<file path="config.mk">
export PLATFORM = sky130hd
export DESIGN_NAME = prince_sbox_layer_seq
export DESIGN_NICKNAME = d
export VERILOG_FILES = /design/src/rtl/prince_pkg.sv /design/src/rtl/prince_sbox_lane.sv /design/src/rtl/prince_sbox_layer_seq.sv
export SDC_FILE = /design/constraint.sdc
export NUM_CORES = 1
export LEC_CHECK = 0
export CORE_ASPECT_RATIO = 1.5
export CORE_MARGIN = 2
export CORE_UTILIZATION = 40
export CTS_CLUSTER_DIAMETER = 80
export DETAILED_ROUTE_END_ITERATION = 8
export HOLD_SLACK_MARGIN = 0.02
export PLACE_DENSITY = 0.71
export SYNTH_ARGS = -nofsm -noshare
export SYNTH_HDL_FRONTEND = slang
export SYNTH_SLANG_ARGS = --single-unit
</file>
<file path="constraint.sdc">
create_clock -name clk -period 2.6 [get_ports clk]
set_clock_uncertainty 0.1 [all_clocks]
set_input_delay 0.78 -clock clk [delete_from_list [all_inputs] [get_ports clk]]
set_output_delay 0.78 -clock clk [all_outputs]
set_load 0.03 [all_outputs]
</file>
<file path="src/rtl/prince_pkg.sv">
// prince_pkg
//   Shared definitions for the PRINCE S-box layer:
//   - nibble_t            : 4-bit nibble type
//   - PRINCE_SBOX         : forward S-box, indexed by input nibble 0..F
//   - PRINCE_SBOX_INV     : inverse S-box, indexed by input nibble 0..F
//   - prince_state_e      : FSM state encoding for the iterative layer
package prince_pkg;

  typedef logic [3:0] nibble_t;

  localparam nibble_t PRINCE_SBOX [16] = '{
    4'hB, 4'hF, 4'h3, 4'h2, 4'hA, 4'hC, 4'h9, 4'h1,
    4'h6, 4'h7, 4'h8, 4'h0, 4'hE, 4'h5, 4'hD, 4'h4
  };

  localparam nibble_t PRINCE_SBOX_INV [16] = '{
    4'hB, 4'h7, 4'h3, 4'h2, 4'hF, 4'hD, 4'h8, 4'h9,
    4'hA, 4'h6, 4'h4, 4'h0, 4'h5, 4'hE, 4'hC, 4'h1
  };

  typedef enum logic [1:0] {
    ST_IDLE = 2'd0,
    ST_RUN  = 2'd1,
    ST_DONE = 2'd2
  } prince_state_e;

endpackage

</file>
<file path="src/rtl/prince_sbox_lane.sv">
// prince_sbox_lane
//   Combinational single-nibble PRINCE substitution.
//   Ports:
//     nib_i     in  4  nibble to substitute
//     inverse_i in  1  0 = forward S-box, 1 = inverse S-box
//     nib_o     out 4  substituted nibble
module prince_sbox_lane
  import prince_pkg::*;
(
  input  nibble_t nib_i,
  input  logic    inverse_i,
  output nibble_t nib_o
);

  assign nib_o = inverse_i ? PRINCE_SBOX_INV[nib_i] : PRINCE_SBOX[nib_i];

endmodule

</file>
<file path="src/rtl/prince_sbox_layer_seq.sv">
// prince_sbox_layer_seq
//   Iterative PRINCE S-box layer. A STATE_WIDTH-bit state is substituted
//   LANES nibbles per clock, lowest nibble group first, so a full state takes
//   N_ITER = STATE_WIDTH/(4*LANES) cycles in RUN.
//   Ports:
//     clk, rst   clock (rising edge) and synchronous active-high reset
//     in_valid   input state offered          in_ready  accept possible (IDLE)
//     inverse    0 = S, 1 = S^-1, taken with data_in
//     data_in    state to substitute
//     out_valid  result available (DONE)      out_ready downstream accepts
//     data_out   substituted state (registered)
//     busy       high in RUN or DONE
module prince_sbox_layer_seq
  import prince_pkg::*;
#(
  parameter int STATE_WIDTH = 64,
  parameter int LANES       = 4
) (
  input  logic                   clk,
  input  logic                   rst,
  input  logic                   in_valid,
  output logic                   in_ready,
  input  logic                   inverse,
  input  logic [STATE_WIDTH-1:0] data_in,
  output logic                   out_valid,
  input  logic                   out_ready,
  output logic [STATE_WIDTH-1:0] data_out,
  output logic                   busy
);

  localparam int N_NIB  = STATE_WIDTH / 4;
  localparam int N_ITER = N_NIB / LANES;
  localparam int CNT_W  = (N_ITER > 1) ? $clog2(N_ITER) : 1;
  localparam int GRP_W  = 4 * LANES;
  localparam logic [STATE_WIDTH-1:0] GRP_MASK = STATE_WIDTH'({GRP_W{1'b1}});
  localparam logic [CNT_W-1:0]       CNT_LAST = CNT_W'(N_ITER - 1);

  if (((STATE_WIDTH % 4) != 0) || ((N_NIB % LANES) != 0)) begin : g_param_err
    $error("prince_sbox_layer_seq: STATE_WIDTH must be a multiple of 4 and LANES must divide STATE_WIDTH/4");
  end

  prince_state_e            state_q, state_d;
  logic [CNT_W-1:0]         cnt_q, cnt_d;
  logic [STATE_WIDTH-1:0]   data_q, data_d;
  logic                     mode_q, mode_d;
  logic                     in_ready_q, out_valid_q, busy_q;

  int                       shamt;
  logic [STATE_WIDTH-1:0]   grp_full;
  logic [GRP_W-1:0]         grp_in;
  logic [GRP_W-1:0]         grp_out;
  logic [STATE_WIDTH-1:0]   data_sub;

  // Lane mux: bring the current nibble group down to bit 0 via a shift, so
  // the lanes see a fixed slice regardless of the counter value.
  always_comb begin
    shamt    = int'(cnt_q) * GRP_W;
    grp_full = data_q >> shamt;
    grp_in   = grp_full[GRP_W-1:0];
  end

  for (genvar l = 0; l < LANES; l++) begin : g_lane
    prince_sbox_lane u_lane (
      .nib_i     (grp_in[4*l +: 4]),
      .inverse_i (mode_q),
      .nib_o     (grp_out[4*l +: 4])
    );
  end

  // Lane demux: clear the current group in place and OR the substituted
  // nibbles back in; all other nibbles pass through untouched.
  assign data_sub = (data_q & ~(GRP_MASK << shamt)) | (STATE_WIDTH'(grp_out) << shamt);

  always_comb begin
    state_d = state_q;
    cnt_d   = cnt_q;
    data_d  = data_q;
    mode_d  = mode_q;
    unique case (state_q)
      ST_IDLE: begin
        if (in_valid) begin
          data_d  = data_in;
          mode_d  = inverse;
          cnt_d   = '0;
          state_d = ST_RUN;
        end
      end
      ST_RUN: begin
        data_d = data_sub;
        if (cnt_q == CNT_LAST) begin
          cnt_d   = '0;
          state_d = ST_DONE;
        end else begin
          cnt_d = cnt_q + 1'b1;
        end
      end
      ST_DONE: begin
        if (out_ready) state_d = ST_IDLE;
      end
      default: state_d = ST_IDLE;
    endcase
  end

  // Handshake outputs are registered from the next state so they are glitch
  // free and line up with the state register.
  always_ff @(posedge clk) begin
    if (rst) begin
      state_q     <= ST_IDLE;
      cnt_q       <= '0;
      data_q      <= '0;
      mode_q      <= 1'b0;
      in_ready_q  <= 1'b1;
      out_valid_q <= 1'b0;
      busy_q      <= 1'b0;
    end else begin
      state_q     <= state_d;
      cnt_q       <= cnt_d;
      data_q      <= data_d;
      mode_q      <= mode_d;
      in_ready_q  <= (state_d == ST_IDLE);
      out_valid_q <= (state_d == ST_DONE);
      busy_q      <= (state_d != ST_IDLE);
    end
  end

  assign in_ready  = in_ready_q;
  assign out_valid = out_valid_q;
  assign busy      = busy_q;
  assign data_out  = data_q;

endmodule

</file>
[Word level (Yosys, flattened, before mapping)]
Memories as Yosys holds them, arrays and structs flattened.
Index checks and enable logic that the tools add are counted.
Storage, ports and cells
  register bits: 72
  bits in latches: 0
  memories kept: 8
  memory bits (read-only): 512
  input port bits: 69
  memory bits (writable): 0
Memories
  (name not given): depth 16, width 4, rd ports 1, clocked after Yosys merged registers in 0, write ports 0, RTL line prince_sbox_lane.sv:15  | assign nib_o = inverse_i ? PRINCE_SBOX_INV[nib_i] : PRINCE_SBOX[nib_i];
  (name not given): depth 16, width 4, rd ports 1, clocked after Yosys merged registers in 0, write ports 0, RTL line prince_sbox_lane.sv:15
  (name not given): depth 16, width 4, rd ports 1, clocked after Yosys merged registers in 0, write ports 0, RTL line prince_sbox_lane.sv:15
  (name not given): depth 16, width 4, rd ports 1, clocked after Yosys merged registers in 0, write ports 0, RTL line prince_sbox_lane.sv:15
  (name not given): depth 16, width 4, rd ports 1, clocked after Yosys merged registers in 0, write ports 0, RTL line prince_sbox_lane.sv:15
  (name not given): depth 16, width 4, rd ports 1, clocked after Yosys merged registers in 0, write ports 0, RTL line prince_sbox_lane.sv:15
  2 more memories
Cells by class
  shift operators: 3
  reductions and logical operators: 6
  add/sub/neg operators: 1
  magnitude comparators: 4
  multipliers: 0
  bitwise operators: 7
  eq/ne operators: 5
  divide/modulo/power cells: 0
  muxes and demuxes: 29
Operator list (count)
  one-hot mux 64 bit (2 select lines): 1
  two-way mux 4 bit: 20
  bitwise AND 64 bit: 1
  two-way mux 64 bit: 1
  inverter 64 bit: 1
  bitwise OR 64 bit: 1
  left shift 16 x 6 -> 64 bit: 1
  left shift 16 x 6 -> 64 bit (first input constant): 1
  right shift 64 x 6 -> 16 bit: 1
  >= comparator 5 bit (second input constant): 4
  inverter 4 -> 5 bit: 4
  two-way mux 2 bit: 5
  equality test 2 bit (second input constant): 3
  one-hot mux 2 bit (3 select lines): 1
  zero test 2 bit: 2
  one-hot mux 2 bit (2 select lines): 1
  AND reduction 2 bit: 2
  nonzero test 2 bit: 2
  adder 2 x 1 -> 2 bit (second input constant): 1
  equality test 2 x 1 -> 1 bit (second input constant): 1
  != test 2 bit (second input constant): 1

[Longest topological paths before layout]
  depth in word-level cells: 9
  depth in mapped cells: 11
  mapped depth without buffers: 8

[Cells and area by module]
A second synthesis with hierarchy kept.
Second synthesis, totals
  cell total of the unflattened synthesis: 605
  area total of the unflattened synthesis: 5449.0 um^2
By module, submodules not included
  prince_sbox_layer_seq: area each 4350.4 um^2, sequential area each 1441.4 um^2, instances 1, cells each 452
  prince_sbox_lane (g_lane[1].u_lane ...): area each 276.5 um^2, sequential area each 0.0 um^2, instances 3, cells each 39
  prince_sbox_lane (g_lane[0].u_lane): area each 269.0 um^2, sequential area each 0.0 um^2, instances 1, cells each 36

[Worst setup path after synthesis]
Ideal clock, no wire load.
  kind: reg-to-reg
  start: register cnt_q[0]
  end: register data_q[12] (netlist: data_out[12])
  data arrival time: 2.602 ns
  cell stages (with the launch flop): 11
  slack: -0.195 ns
  required time: 2.408 ns
  path buffers: 3
  cells stage by stage: dfxtp_1 -> buf_6 -> buf_4 -> buf_2 -> mux4_2 -> inv_1 -> ha_1 -> mux2_4 -> a211oi_2 -> o31ai_1 -> o32ai_1
Between the ends
  word-level cells in the longest chain between the ends: 9
  elaborated cells between the ends (all ways): 15
RTL lines
  start, declared: RTL line prince_sbox_layer_seq.sv:43  | logic [CNT_W-1:0] cnt_q, cnt_d;
  start signal, assigned: RTL line prince_sbox_layer_seq.sv:117  | cnt_q <= cnt_d;
  right shift 64 x 6 -> 16 bit: RTL line prince_sbox_layer_seq.sv:58  | grp_full = data_q >> shamt;
  inverter 4 -> 5 bit (not written as such): RTL line prince_sbox_lane.sv:15
  memory (16 x 4 bit)
  two-way mux 4 bit (not written as such) (2 in a row): RTL line prince_sbox_lane.sv:15
  two-way mux 4 bit: RTL line prince_sbox_lane.sv:15
  left shift 16 x 6 -> 64 bit: RTL line prince_sbox_layer_seq.sv:72  | assign data_sub = (data_q & ~(GRP_MASK << shamt)) | (STATE_WIDTH'(grp_out) << shamt);
  bitwise OR 64 bit (*): RTL line prince_sbox_layer_seq.sv:72
  one-hot mux 64 bit (2 select lines) (*): RTL line prince_sbox_layer_seq.sv:79  | unique case (state_q)
  end signal, assigned: RTL line prince_sbox_layer_seq.sv:118  | data_q <= data_d;
  end, declared: RTL line prince_sbox_layer_seq.sv:44  | logic [STATE_WIDTH-1:0] data_q, data_d;
Every way passes the cells marked *; elsewhere a longest branch is shown, timed or not. The select of a mux whose other input is x is not followed.
A chain may end at the register's enable or synchronous reset.

[Final worst setup path]
  start: register cnt_q[1]
  end: register data_q[26] (netlist: data_out[26])
The elaborated chain is that of the path after synthesis.

==> impl_metrics.env <==
export IMPL_seqPwrFrac=0.315
export IMPL_synth_edf_count=0
export IMPL_clock_latency_ns=0.34
export IMPL_overflow=0
export IMPL_cp_end_kind="flip-flop"
export IMPL_drt_total_wl_um=18800
export IMPL_cp_start_kind="flip-flop"
export IMPL_synth_seq_area_share=0.289
export IMPL_core_area_mm2=0.0123
export IMPL_p_int_mw=2.69
export IMPL_synthTopCellsByArea="dfxtp_1 29%, mux4_2 7.2%, ha_1 6.8%"
export IMPL_min_period_over_period=0.976
export IMPL_leakagePower_nw=2.58
export IMPL_worstPathArrival_ns=2.71
export IMPL_netlist_area_mm2=0.00500
export IMPL_p_per_area_mw_per_mm2=593
export IMPL_comb_power_share=0.395
export IMPL_hpwl_um=13800
export IMPL_finalNonFillerCells=856
export IMPL_wl_per_cell_um=22.0
export IMPL_place_congestion=0.947
export IMPL_worst_pin_slew_ns=0.806
export IMPL_power_mw=4.18
export IMPL_yosysTopAreaCell="dfxtp_1"
export IMPL_htree_levels=3
export IMPL_drc_errors=0
export IMPL_detailroute_wirelength_met2_um=9780
export IMPL_antenna_found_initial=0
export IMPL_final_area_mm2=0.00706
export IMPL_cts_made_buffers=9
export IMPL_synth_top_cell_area_share=0.289
export IMPL_ant_nets=0
export IMPL_diodes=0
export IMPL_clkSinkCount=72
export IMPL_wl_met1_um=7030
export IMPL_hold_class="flip-flop to flip-flop"
export IMPL_multi_input_area_mm2=0.00333
export IMPL_cp_max_fo=7
export IMPL_portBuffers=135
export IMPL_route_met3_wl_um=1400
export IMPL_clkPwrFrac=0.290
export IMPL_grt_first_pass_wirelength_um=28400
export IMPL_cts_hold_buf=0
export IMPL_first_iter_violations=427
export IMPL_dr_max_layer_used="met4"
export IMPL_fin_ws_ns=0.0612
export IMPL_avgViaCountPerCell=6.34
export IMPL_nNetsFinal=794
export IMPL_async_flop_share=0
export IMPL_ir_drop_uv=354
export IMPL_synthToLayoutAreaGrowth_pct=41.3
export IMPL_die_y_um=141
export IMPL_syn_mean_instance_area_um2=9.05
export IMPL_crit_start="cnt_q[1]"
export IMPL_synth_seq_cells=72
export IMPL_crit_type="flip-flop to flip-flop"
export IMPL_pre_cts_ws_ns=-0.0290
export IMPL_top_level_ports=136
export IMPL_synth_nets=648
export IMPL_yosysWarningCount=0
export IMPL_period_needed_ns=2.54
export IMPL_finalSetupViolations=0
export IMPL_status="complete, no violations"
export IMPL_via_count=5428
export IMPL_r2r_start="cnt_q[1]"
export IMPL_path_clk_slew_ns=0.06
export IMPL_grt_use_total=0.275
export IMPL_final_common_cell="clkdlybuf4s50_1"
export IMPL_die_area_mm2=0.0134
export IMPL_synthCells=552
export IMPL_dpl_cell_area_mm2=0.00669
export IMPL_synthFlopType="dfxtp_1"
export IMPL_min_from="data_out[13]"
export IMPL_drive_above_1_share=0.164
export IMPL_yosysUniqueCellTypes=61
export IMPL_cts_root_buf="clkbuf_16"
export IMPL_drv_slew=0
export IMPL_start_util=0.405
export IMPL_clock_path_buffers=2
export IMPL_dp_cells=837
export IMPL_p_sw_mw=1.49
export IMPL_cts_tree="built"
export IMPL_grt_pass1_vias=5335
export IMPL_drv_cap=0
export IMPL_ff_latch_area_mm2=0.00145
export IMPL_fillers=1077
export IMPL_final_cell_mix="134 x clkdlybuf4s50_1, 70 x dfxtp_1, 45 x nor2_1"
export IMPL_fp_dieW_um=95.3
export IMPL_timing_fmax_mhz=394
export IMPL_drtPass1Iterations=6
export IMPL_placementRows=50
export IMPL_crit_required_ns=2.77
export IMPL_maxSlewHeadroom=0.461
export IMPL_grt_max_degree=57
export IMPL_sw_frac_of_total=0.356
export IMPL_hold_violations=0
[worst paths after layout]
check	endpoint	slack (ns)	cells past startpoint
min reg2reg	data_out[13]	0.45	2
max reg2reg	data_out[26]	0.06	9
min	data_out[13]	0.45	2
max	data_out[26]	0.06	9
[critical path, stage by stage, from the launching register on]
cell       delay, ns
dfxtp_2         0.35
buf_12          0.13
mux4_2          0.54
buf_4           0.19
ha_1            0.19
inv_2           0.07
mux2i_1         0.08
a31o_2          0.26
a311oi_4        0.39
o2bb2ai_1       0.16
[through the flow]
step | TNS (ns) | hold WS, ns | utilization
floorplan | 0 | 0.520 | -
global placement | 0 | 0.427 | 0.543
detailed placement | -0.0646 | 0.441 | 0.543
CTS | 0 | 0.451 | 0.566
global route | -0.0382 | 0.473 | 0.573
finish | 0 | 0.451 | 0.573
[power groups by stage]
| stage | clock network (mW) | logic (mW) | registers, mW |
|---|---|---|---|
| 5_1_grt | 1.26 | 1.75 | 1.33 |
| 4_1_cts | 1.23 | 1.59 | 1.31 |
| 6_report | 1.21 | 1.65 | 1.32 |
| 3_3_place_gp | 0 | 1.54 | 1.33 |
| 3_5_place_dp | 0 | 1.58 | 1.33 |
| 2_1_floorplan | 0 | 0.843 | 1.47 |
[kinds of logic (layout without fill, tap and decap cells)]
logic type / Yosys count / in the layout / synth area share
fa+ha+maj: 27 / 27 / 0.0676
mux: 48 / 49 / 0.139
flops: 72 / 72 / 0.289
simple gates: 125 / 125 / 0.126
compound gates: 215 / 215 / 0.319
buf+inv: 65 / 212 / 0.0596
[registers in the layout (all words and copies together), names as in the netlist]
| name | cells |
|---|---|
| busy | 1 |
| cnt_q | 2 |
| data_out | 64 |
| in_ready | 1 |
| mode_q | 1 |
| out_valid | 1 |
| state_q | 2 |
[repair_timing]
action,in CTS,in global routing
gates resized for setup,1,10
hold endpoints to repair,0,0
pin swaps,0,4
setup buffers,0,5
gates cloned,0,1
endpoints found under the setup margin,1,23
[layer usage]
metal,GRT usage,vias up
li1,-,2431
met1,0.323,2634
met2,0.480,313
met3,0.0529,50
met4,0.112,0
met5,0,-
[layout make-up]
cell class                      instances  share of cell area
Timing Repair Buffer                  181               0.247
Multi-Input combinational cell        416               0.472
Inverter                               18             0.00957
Clock buffer                           12              0.0349
Sequential cell                        72               0.205
Clock inverter                          1             0.00425
Tap cell                              156              0.0276
[synthesized netlist by cell type (all sizes together) (2+ instances only)]
library cell and number:
inv 18, ha 27, nor3b 3, nand3 5
nor4 3, a21o 4, o32ai 13, dfxtp 72
buf 20, a221oi 15, nor2b 16, o21a 3
o2bb2ai 17, mux2 8, a22oi 31, o22ai 15
a222oi 4, and2 3, o21ba 2, mux2i 24
a22o 2, o21ai 20, nor2 46, o211ai 2
or2 3, mux4 16, nand2 14, a21oi 47
and3b 2, a31oi 3, nor3 12, clkbuf 27
a211oi 27, nand3b 3, nand2b 14
(Power assumes the default switching activity.)
